===== config.mk =====
export PLATFORM = sky130hd
export DESIGN_NAME = alu_result_skid
export DESIGN_NICKNAME = d
export VERILOG_FILES = /design/src/rtl/alu_result_skid.sv
export SDC_FILE = /design/constraint.sdc
export NUM_CORES = 1
export LEC_CHECK = 0
export BUFFER_PORTS_ARGS = -buffer_cell sky130_fd_sc_hd__buf_2
export CORE_UTILIZATION = 55
export CTS_BUF_LIST = sky130_fd_sc_hd__clkbuf_8
export CTS_CLUSTER_DIAMETER = 60
export CTS_CLUSTER_SIZE = 30
export DETAILED_ROUTE_END_ITERATION = 10
export PLACE_DENSITY_LB_ADDON = 0.3
export SLEW_MARGIN = 20
export SYNTH_ARGS = -nofsm -noshare
export SYNTH_HDL_FRONTEND = slang
export SYNTH_SLANG_ARGS = --single-unit

===== constraint.sdc =====
create_clock -name CLK -period 2.17 [get_ports CLK]
set_input_delay 0.217 -clock CLK [delete_from_list [all_inputs] [get_ports CLK]]
set_output_delay 0.217 -clock CLK [all_outputs]
set_load 0.01 [all_outputs]

===== src/rtl/alu_result_skid.sv =====
// rtl/alu_result_skid.sv - registered ALU result stage with 2-entry skid buffer and flush
//
// Captures each accepted ALU/shifter result together with its destination
// register and write enable, and presents it to the memory/writeback stage.
// The main entry drives the outputs; the skid entry absorbs one extra result,
// so IN_READY can come from registered state alone and still stream one result
// per cycle.
//
// Optional feature: define ALU_RESULT_SKID_FWD_EN to add the EX-to-EX bypass
// ports FWD_VALID / FWD_DEST / FWD_RESULT, driven combinationally from the
// main entry.
//
// Ports:
//   CLK, RST             clock; synchronous active-high reset
//   IN_VALID / IN_READY  upstream handshake
//   IN_RESULT[N-1:0]     ALU/shifter result
//   IN_DEST[M-1:0]       destination register index
//   IN_WE                register write request
//   FLUSH                synchronous squash of every held entry
//   OUT_VALID / OUT_READY downstream handshake
//   OUT_RESULT[N-1:0]    held result
//   OUT_DEST[M-1:0]      held destination
//   OUT_WE               held write enable, already cleared for register 0
//   OUT_ZERO             held result is all zeros
//   FWD_VALID/FWD_DEST/FWD_RESULT  bypass view of the main entry (optional)

module alu_result_skid #(
    parameter int N = 32,
    parameter int M = 5
) (
    input  logic         CLK,
    input  logic         RST,
    input  logic         IN_VALID,
    output logic         IN_READY,
    input  logic [N-1:0] IN_RESULT,
    input  logic [M-1:0] IN_DEST,
    input  logic         IN_WE,
    input  logic         FLUSH,
    output logic         OUT_VALID,
    input  logic         OUT_READY,
    output logic [N-1:0] OUT_RESULT,
    output logic [M-1:0] OUT_DEST,
    output logic         OUT_WE,
`ifdef ALU_RESULT_SKID_FWD_EN
    output logic         OUT_ZERO,
    output logic         FWD_VALID,
    output logic [M-1:0] FWD_DEST,
    output logic [N-1:0] FWD_RESULT
`else
    output logic         OUT_ZERO
`endif
);

    // Occupancy encoding: number of valid entries held.
    localparam logic [1:0] ST_EMPTY = 2'd0;
    localparam logic [1:0] ST_ONE   = 2'd1;
    localparam logic [1:0] ST_FULL  = 2'd2;

    logic [1:0]   state_q,       state_d;

    logic [N-1:0] main_result_q, main_result_d;
    logic [M-1:0] main_dest_q,   main_dest_d;
    logic         main_we_q,     main_we_d;
    logic         main_zero_q,   main_zero_d;

    logic [N-1:0] skid_result_q, skid_result_d;
    logic [M-1:0] skid_dest_q,   skid_dest_d;
    logic         skid_we_q,     skid_we_d;
    logic         skid_zero_q,   skid_zero_d;

    logic         in_fire;
    logic         out_fire;
    logic         cap_we;
    logic         cap_zero;

    // Ready depends only on registered occupancy (and reset), never on OUT_READY.
    assign IN_READY  = (state_q != ST_FULL) & ~RST;
    assign OUT_VALID = (state_q != ST_EMPTY);

    assign in_fire   = IN_VALID & IN_READY;
    assign out_fire  = OUT_VALID & OUT_READY;

    // A write to register 0 is architecturally a no-op, so it is dropped here
    // once rather than in every consumer.
    assign cap_we    = IN_WE & (IN_DEST != '0);
    assign cap_zero  = (IN_RESULT == '0);

    always_comb begin
        state_d       = state_q;
        main_result_d = main_result_q;
        main_dest_d   = main_dest_q;
        main_we_d     = main_we_q;
        main_zero_d   = main_zero_q;
        skid_result_d = skid_result_q;
        skid_dest_d   = skid_dest_q;
        skid_we_d     = skid_we_q;
        skid_zero_d   = skid_zero_q;

        case (state_q)
            ST_EMPTY: begin
                if (in_fire) begin
                    main_result_d = IN_RESULT;
                    main_dest_d   = IN_DEST;
                    main_we_d     = cap_we;
                    main_zero_d   = cap_zero;
                    state_d       = ST_ONE;
                end
            end
            ST_ONE: begin
                if (in_fire && out_fire) begin
                    // Current entry leaves as the new one arrives: stream through main.
                    main_result_d = IN_RESULT;
                    main_dest_d   = IN_DEST;
                    main_we_d     = cap_we;
                    main_zero_d   = cap_zero;
                end else if (in_fire) begin
                    // Main is stalled; park the newcomer behind it.
                    skid_result_d = IN_RESULT;
                    skid_dest_d   = IN_DEST;
                    skid_we_d     = cap_we;
                    skid_zero_d   = cap_zero;
                    state_d       = ST_FULL;
                end else if (out_fire) begin
                    state_d       = ST_EMPTY;
                end
            end
            ST_FULL: begin
                // IN_READY is low here, so only a drain can happen.
                if (out_fire) begin
                    main_result_d = skid_result_q;
                    main_dest_d   = skid_dest_q;
                    main_we_d     = skid_we_q;
                    main_zero_d   = skid_zero_q;
                    state_d       = ST_ONE;
                end
            end
            default: begin
                state_d = ST_EMPTY;
            end
        endcase

        // Squash overrides any transfer: a same-cycle input is discarded and
        // every stored field is cleared so stale data cannot be forwarded.
        if (FLUSH) begin
            state_d       = ST_EMPTY;
            main_result_d = '0;
            main_dest_d   = '0;
            main_we_d     = 1'b0;
            main_zero_d   = 1'b0;
            skid_result_d = '0;
            skid_dest_d   = '0;
            skid_we_d     = 1'b0;
            skid_zero_d   = 1'b0;
        end
    end

    always_ff @(posedge CLK) begin
        if (RST) begin
            state_q       <= ST_EMPTY;
            main_result_q <= '0;
            main_dest_q   <= '0;
            main_we_q     <= 1'b0;
            main_zero_q   <= 1'b0;
            skid_result_q <= '0;
            skid_dest_q   <= '0;
            skid_we_q     <= 1'b0;
            skid_zero_q   <= 1'b0;
        end else begin
            state_q       <= state_d;
            main_result_q <= main_result_d;
            main_dest_q   <= main_dest_d;
            main_we_q     <= main_we_d;
            main_zero_q   <= main_zero_d;
            skid_result_q <= skid_result_d;
            skid_dest_q   <= skid_dest_d;
            skid_we_q     <= skid_we_d;
            skid_zero_q   <= skid_zero_d;
        end
    end

    assign OUT_RESULT = main_result_q;
    assign OUT_DEST   = main_dest_q;
    assign OUT_WE     = main_we_q;
    assign OUT_ZERO   = main_zero_q;

`ifdef ALU_RESULT_SKID_FWD_EN
    // Bypass is only meaningful for an entry that will actually write a register.
    assign FWD_VALID  = OUT_VALID & main_we_q;
    assign FWD_DEST   = main_dest_q;
    assign FWD_RESULT = main_result_q;
`endif

endmodule


# Word-level counts from Yosys, hierarchy flattened
# Index checks and enable logic that the tools add are counted.
[totals]
elab_cells = 55
inputBits = 43
ff_bits = 80
out_inout_bits = 41
[classes]
mux = 22
n_eq_ne = 8
n_reduce_logical = 10
bitwise = 6
[ops]
columns = ["operator", "count"]
rows = [
  ["two-way mux 32 bit", 3],
  ["case mux 32 bit (3 select lines)", 1],
  ["zero test 32 bit", 1],
  ["two-way mux 5 bit", 3],
  ["case mux 5 bit (3 select lines)", 1],
  ["two-way mux 2 bit", 5],
  ["inequality test 2 bit (second input constant)", 5],
  ["AND reduction 4 bit", 2],
  ["two-way mux 1 bit", 6],
  ["case mux 1 bit (3 select lines)", 2],
  ["case mux 2 bit (3 select lines)", 1],
  ["nonzero test 5 bit", 1],
  ["AND 1 bit", 4],
  ["inequality test 3 bit (second input constant)", 1],
  ["AND reduction 3 bit", 1],
  ["nonzero test 3 bit", 1],
  ["equality test 2 x 1 -> 1 bit (second input constant)", 1],
  ["equality test 2 bit (second input constant)", 1],
  ["zero test 2 bit", 1],
  ["NOT 1 bit", 2],
  ["nonzero test 2 bit", 1],
  ["OR reduction 2 bit", 1],
  ["logical AND 1 bit", 1],
]

# Depth between registers and ports, before layout
[depth]
word_depth = 6
ltp_mapped = 7
ltp_nobuf = 4

# Least setup slack after synthesis
# OpenSTA, ideal clock, no wires.
[synth_timing]
kind = "register -> register"
start = "register state_q[0]"
end = "register main_result_q[10], in the netlist OUT_RESULT[10]"
stages_incl_launch_ff = 8
required_time_ns = 2.081
setup_slack_ns = 0.666
t_arrival_ns = 1.416
period_less_slack_ns = 1.504
path_cell_list = "dfxtp_1 buf_4 and3b_1 a211o_1 buf_4 buf_6 buf_6 a311oi_2"
[synth_via]
elab_chain_cells = 6
word_cells_on_any_way = 15
classes_between = "eq/ne (6); mux (1); bitwise (3); reduce/logical (5)"
[synth_rtl]
columns = ["element", "line", "text"]
rows = [
  ["start, declared", "59", "logic [1:0] state_q, state_d;"],
  ["start signal, assigned", "169", "state_q <= state_d;"],
  ["inequality test 2 bit", "77", "assign IN_READY = (state_q != ST_FULL) & ~RST;"],
  ["AND 1 bit", "77", ""],
  ["AND 1 bit", "80", "assign in_fire = IN_VALID & IN_READY;"],
  ["logical AND 1 bit", "110", "if (in_fire && out_fire) begin"],
  ["inequality test 2 bit (no line)", "n/a", ""],
  ["AND reduction 4 bit (no line)", "n/a", ""],
  ["end signal, assigned", "170", "main_result_q <= main_result_d;"],
  ["end, declared", "61", "logic [N-1:0] main_result_q, main_result_d;"],
]
# Parallel ways exist; a longest one is shown, timed or not.
# A chain may end at the register's enable or synchronous reset.

# Final worst setup path
[layout_timing]
start = "register state_q[0]"
end = "register main_result_q[9], in the netlist OUT_RESULT[9]"
# Same word-level chain as after synthesis.

==> results.toml <==
[grt]
grt-ovfl-total = 0
grt_use_total_pct = 26.1
antenna_found_initial = 0
grt_max_degree = 50
grt_pass1_vias = 2914
grt_pass1_wl_mm = 12.9

[placement]
routabilityCongestion = 0.753
placed_cells = 550
dp_hpwl_mm = 5.28
place_ws_ns = 0.394
numPortBuffers = 83

[power]
p_clk_share_pct = 36.1
p_sw_share_pct = 25.7
p_seq_share_pct = 52.6
powerDensity_nw_per_um2 = 718
power.total_w = 0.00290
intPower_w = 0.00215
pwr-share-comb_pct = 11.3
p_sw_w = 0.000747
ir_worst_vdd_uv = 471
p_leak_nw = 1.57

[clocking]
cts.clk_slew.worst_paths_ns = 0.08
clock-sinks = 80
insertion_delay_ns = 0.35
post-cts-setup-buffer-count = 0
cts_tree = "built"
htreeDepth = 3
clockBufferDepth = 2
cts_hold_buf = 0
cts_resized = 0
cts_root_buf = "clkbuf_8"
cts_made_buffers = 9

[synthesis]
synth-simple-area-share_pct = 26.2
synth_top_family_by_area = "simple AND/OR/NAND/NOR gates"
syn_area_sq_um = 3410
syn-num-nets = 462
synth_top_area_share_pct = 47.0
yosys_warnings = 0
synthMuxAreaShare_pct = 0.294
yosys.area_share.xor_xnor_pct = 0
synth_top_area_cell = "dfxtp_1"
yosysUniqueCellTypes = 30
yosysSeqAreaShare_pct = 47.0
synthCells = 419
synth_seq_cells = 80
synth_area_leaders = "dfxtp_1, nand2_1, a311oi_2"
syn_avg_cell_area_sq_um = 8.13
synthAdderAreaFrac_pct = 0
synth_compound_area_share_pct = 20.9

[hold_path]
hold_end = "skid_result_q[8]"
min_from = "IN_RESULT[8]"
whs_path_depth = 3
hold_path_class = "primary input to register"

[finish]
filler_cell_count = 506
antenna_cells = 0
fin_cells = 566
area_delta_synth_final_pct = 18.6
regArea_sq_um = 1600
drive_gt1_share_pct = 27.5
multiInputGateArea_sq_um = 1620
fin_nets = 529

[routing]
routedWlPerCell_um = 14.2
ant_nets = 0
vias = 3164
drt_iter0_markers = 212
vias_per_cell = 5.59
route.detailed.drc = 0
drt_pass1_iterations = 4
finalWirelength_mm = 8.06

[floorplan]
dieArea_sq_um = 6510
design.core.area_sq_um = 5960
ios = 84
die_h_um = 80.7
die_x_um = 80.7
start_util_pct = 57.2
rows = 28

[critical_path]
required_ns = 2.43
critPathSlowestCell = "dfxtp_1"
start_kind = "register"
r2r_slack_ns = 0.35
reg2reg_to = "OUT_RESULT[9]"
cp_top_family = "compound AO/OA/AOI/OAI gates"
crit_buf_inv = 1
reg2reg_depth = 5
cpPeakStageDelay_ns = 0.40
arrival_ns = 2.09
cp-end-kind = "register"
cp_cell_sequence = "nor4b_1 > a211o_2 > buf_12 > nor2_1 > a311oi_2"
r2r_start = "state_q[0]"
crit_type = "register to register"
path_max_fanout = 28

[sta]
finalCritPeriodShare_pct = 84.1
min_period_ns = 1.82
drv_slew = 0
rsz0062_at_grt = "false"
relSlewSlack_pct = 58.8
hold_slack_ns = 0.122
timing.final.ws_setup_ns = 0.345
worstMarginPinSlew_ns = 0.618
finalSetupViolCount = 0
hold_viol = 0
max_clock_freq_mhz = 548
skew_ns = 0.00657
tns_ns = 0

[outcome]
status = "finished, final reports clean"

[flow_run]
maxCapViolations = 0
==> routing by layer <==
metal	global-route usage (%)	up-vias	share of wire, %
li1	-	1565	-
met1	30.4	1483	43
met2	45.5	104	50
met3	5.57	12	5.8
met4	11.4	0	1.7
met5	0	-	0
==> flip-flops by register name, summed over array words and instances, names as in the netlist <==
| register | count |
|---|---|
| skid_zero_q | 1 |
| skid_we_q | 1 |
| OUT_WE | 1 |
| OUT_DEST | 5 |
| skid_dest_q | 5 |
| state_q | 2 |
| OUT_RESULT | 32 |
| skid_result_q | 32 |
| OUT_ZERO | 1 |
==> through the flow <==
stage	util, %	area [sq um]
finish	67.8	4040
global route	67.8	4040
CTS	67.8	4040
detailed placement	64.7	3850
global placement	64.7	3850
floorplan	-	3410
==> placed cells by master (no fill, tap or decap), types with 3 or more instances in the layout <==
cell type,instances
nand2_1,150
buf_2,83
dfxtp_1,80
nor2_1,41
a21oi_1,39
a311oi_2,20
a311oi_1,18
clkbuf_8,9
nor4_1,8
buf_4,6
or2_2,4
buf_12,4
clkinv_2,3
==> worst reg2reg max path, cell delays in order (launching register included) <==
cell and delay (ns):
dfxtp_1 0.40, nor4b_1 0.40, a211o_2 0.37, buf_12 0.24, nor2_1 0.08, a311oi_2 0.26
==> cell families after synthesis <==
kind of cell	Yosys count
buffers and inverters	37
multiplexers	1
flip-flops	80
AO/OA/AOI/OAI	85
AND/OR/NAND/NOR	216
==> synth_stat cells <==
cell type / count
a211o_1: 1
a211oi_1: 1
a21oi_1: 39
a311oi_1: 18
a311oi_2: 20
a31oi_1: 1
and3b_1: 2
buf_2: 10
buf_4: 5
buf_6: 3
clkbuf_1: 19
dfxtp_1: 80
mux2i_1: 1
nand2_1: 150
nand2b_1: 1
nand3_1: 1
nand3b_1: 2
nand4_1: 2
nor2_1: 41
nor2b_1: 1
nor3b_1: 1
nor3b_2: 1
nor4_1: 8
nor4b_1: 1
o21ai_0: 2
o221ai_1: 1
o22a_1: 1
o31ai_1: 1
or2_2: 4
or4_1: 1
==> how the worst max path moves through the flow <==
stage                          end  startpoint  depth (start not counted)
floorplan           OUT_RESULT[10]  state_q[0]                          7
global placement    OUT_RESULT[15]  state_q[0]                          5
detailed placement  OUT_RESULT[31]  state_q[0]                          5
CTS                 OUT_RESULT[31]  state_q[0]                          5
global route        OUT_RESULT[20]  state_q[0]                          5
finish               OUT_RESULT[9]  state_q[0]                          5
==> area by class of cell <==
type	count	share of cell area, %
tap	75	2.32
sequential	80	39.7
multi-input combinational	302	40.0
clock buffer	9	3.07
clock inverter	7	1.58
timing repair buffer	93	13.4
==> power by group through the flow <==
| stage | Combinational, W | Sequential, W | Clock (W) |
|---|---|---|---|
| floorplan | 0.000191 | 0.00157 | 0 |
| global placement | 0.000318 | 0.00156 | 0 |
| detailed placement | 0.000328 | 0.00156 | 0 |
| CTS | 0.000329 | 0.00153 | 0.00107 |
| global route | 0.000362 | 0.00153 | 0.00113 |
| finish | 0.000328 | 0.00153 | 0.00105 |
No activity file was read; power rests on OpenSTA's default activity.
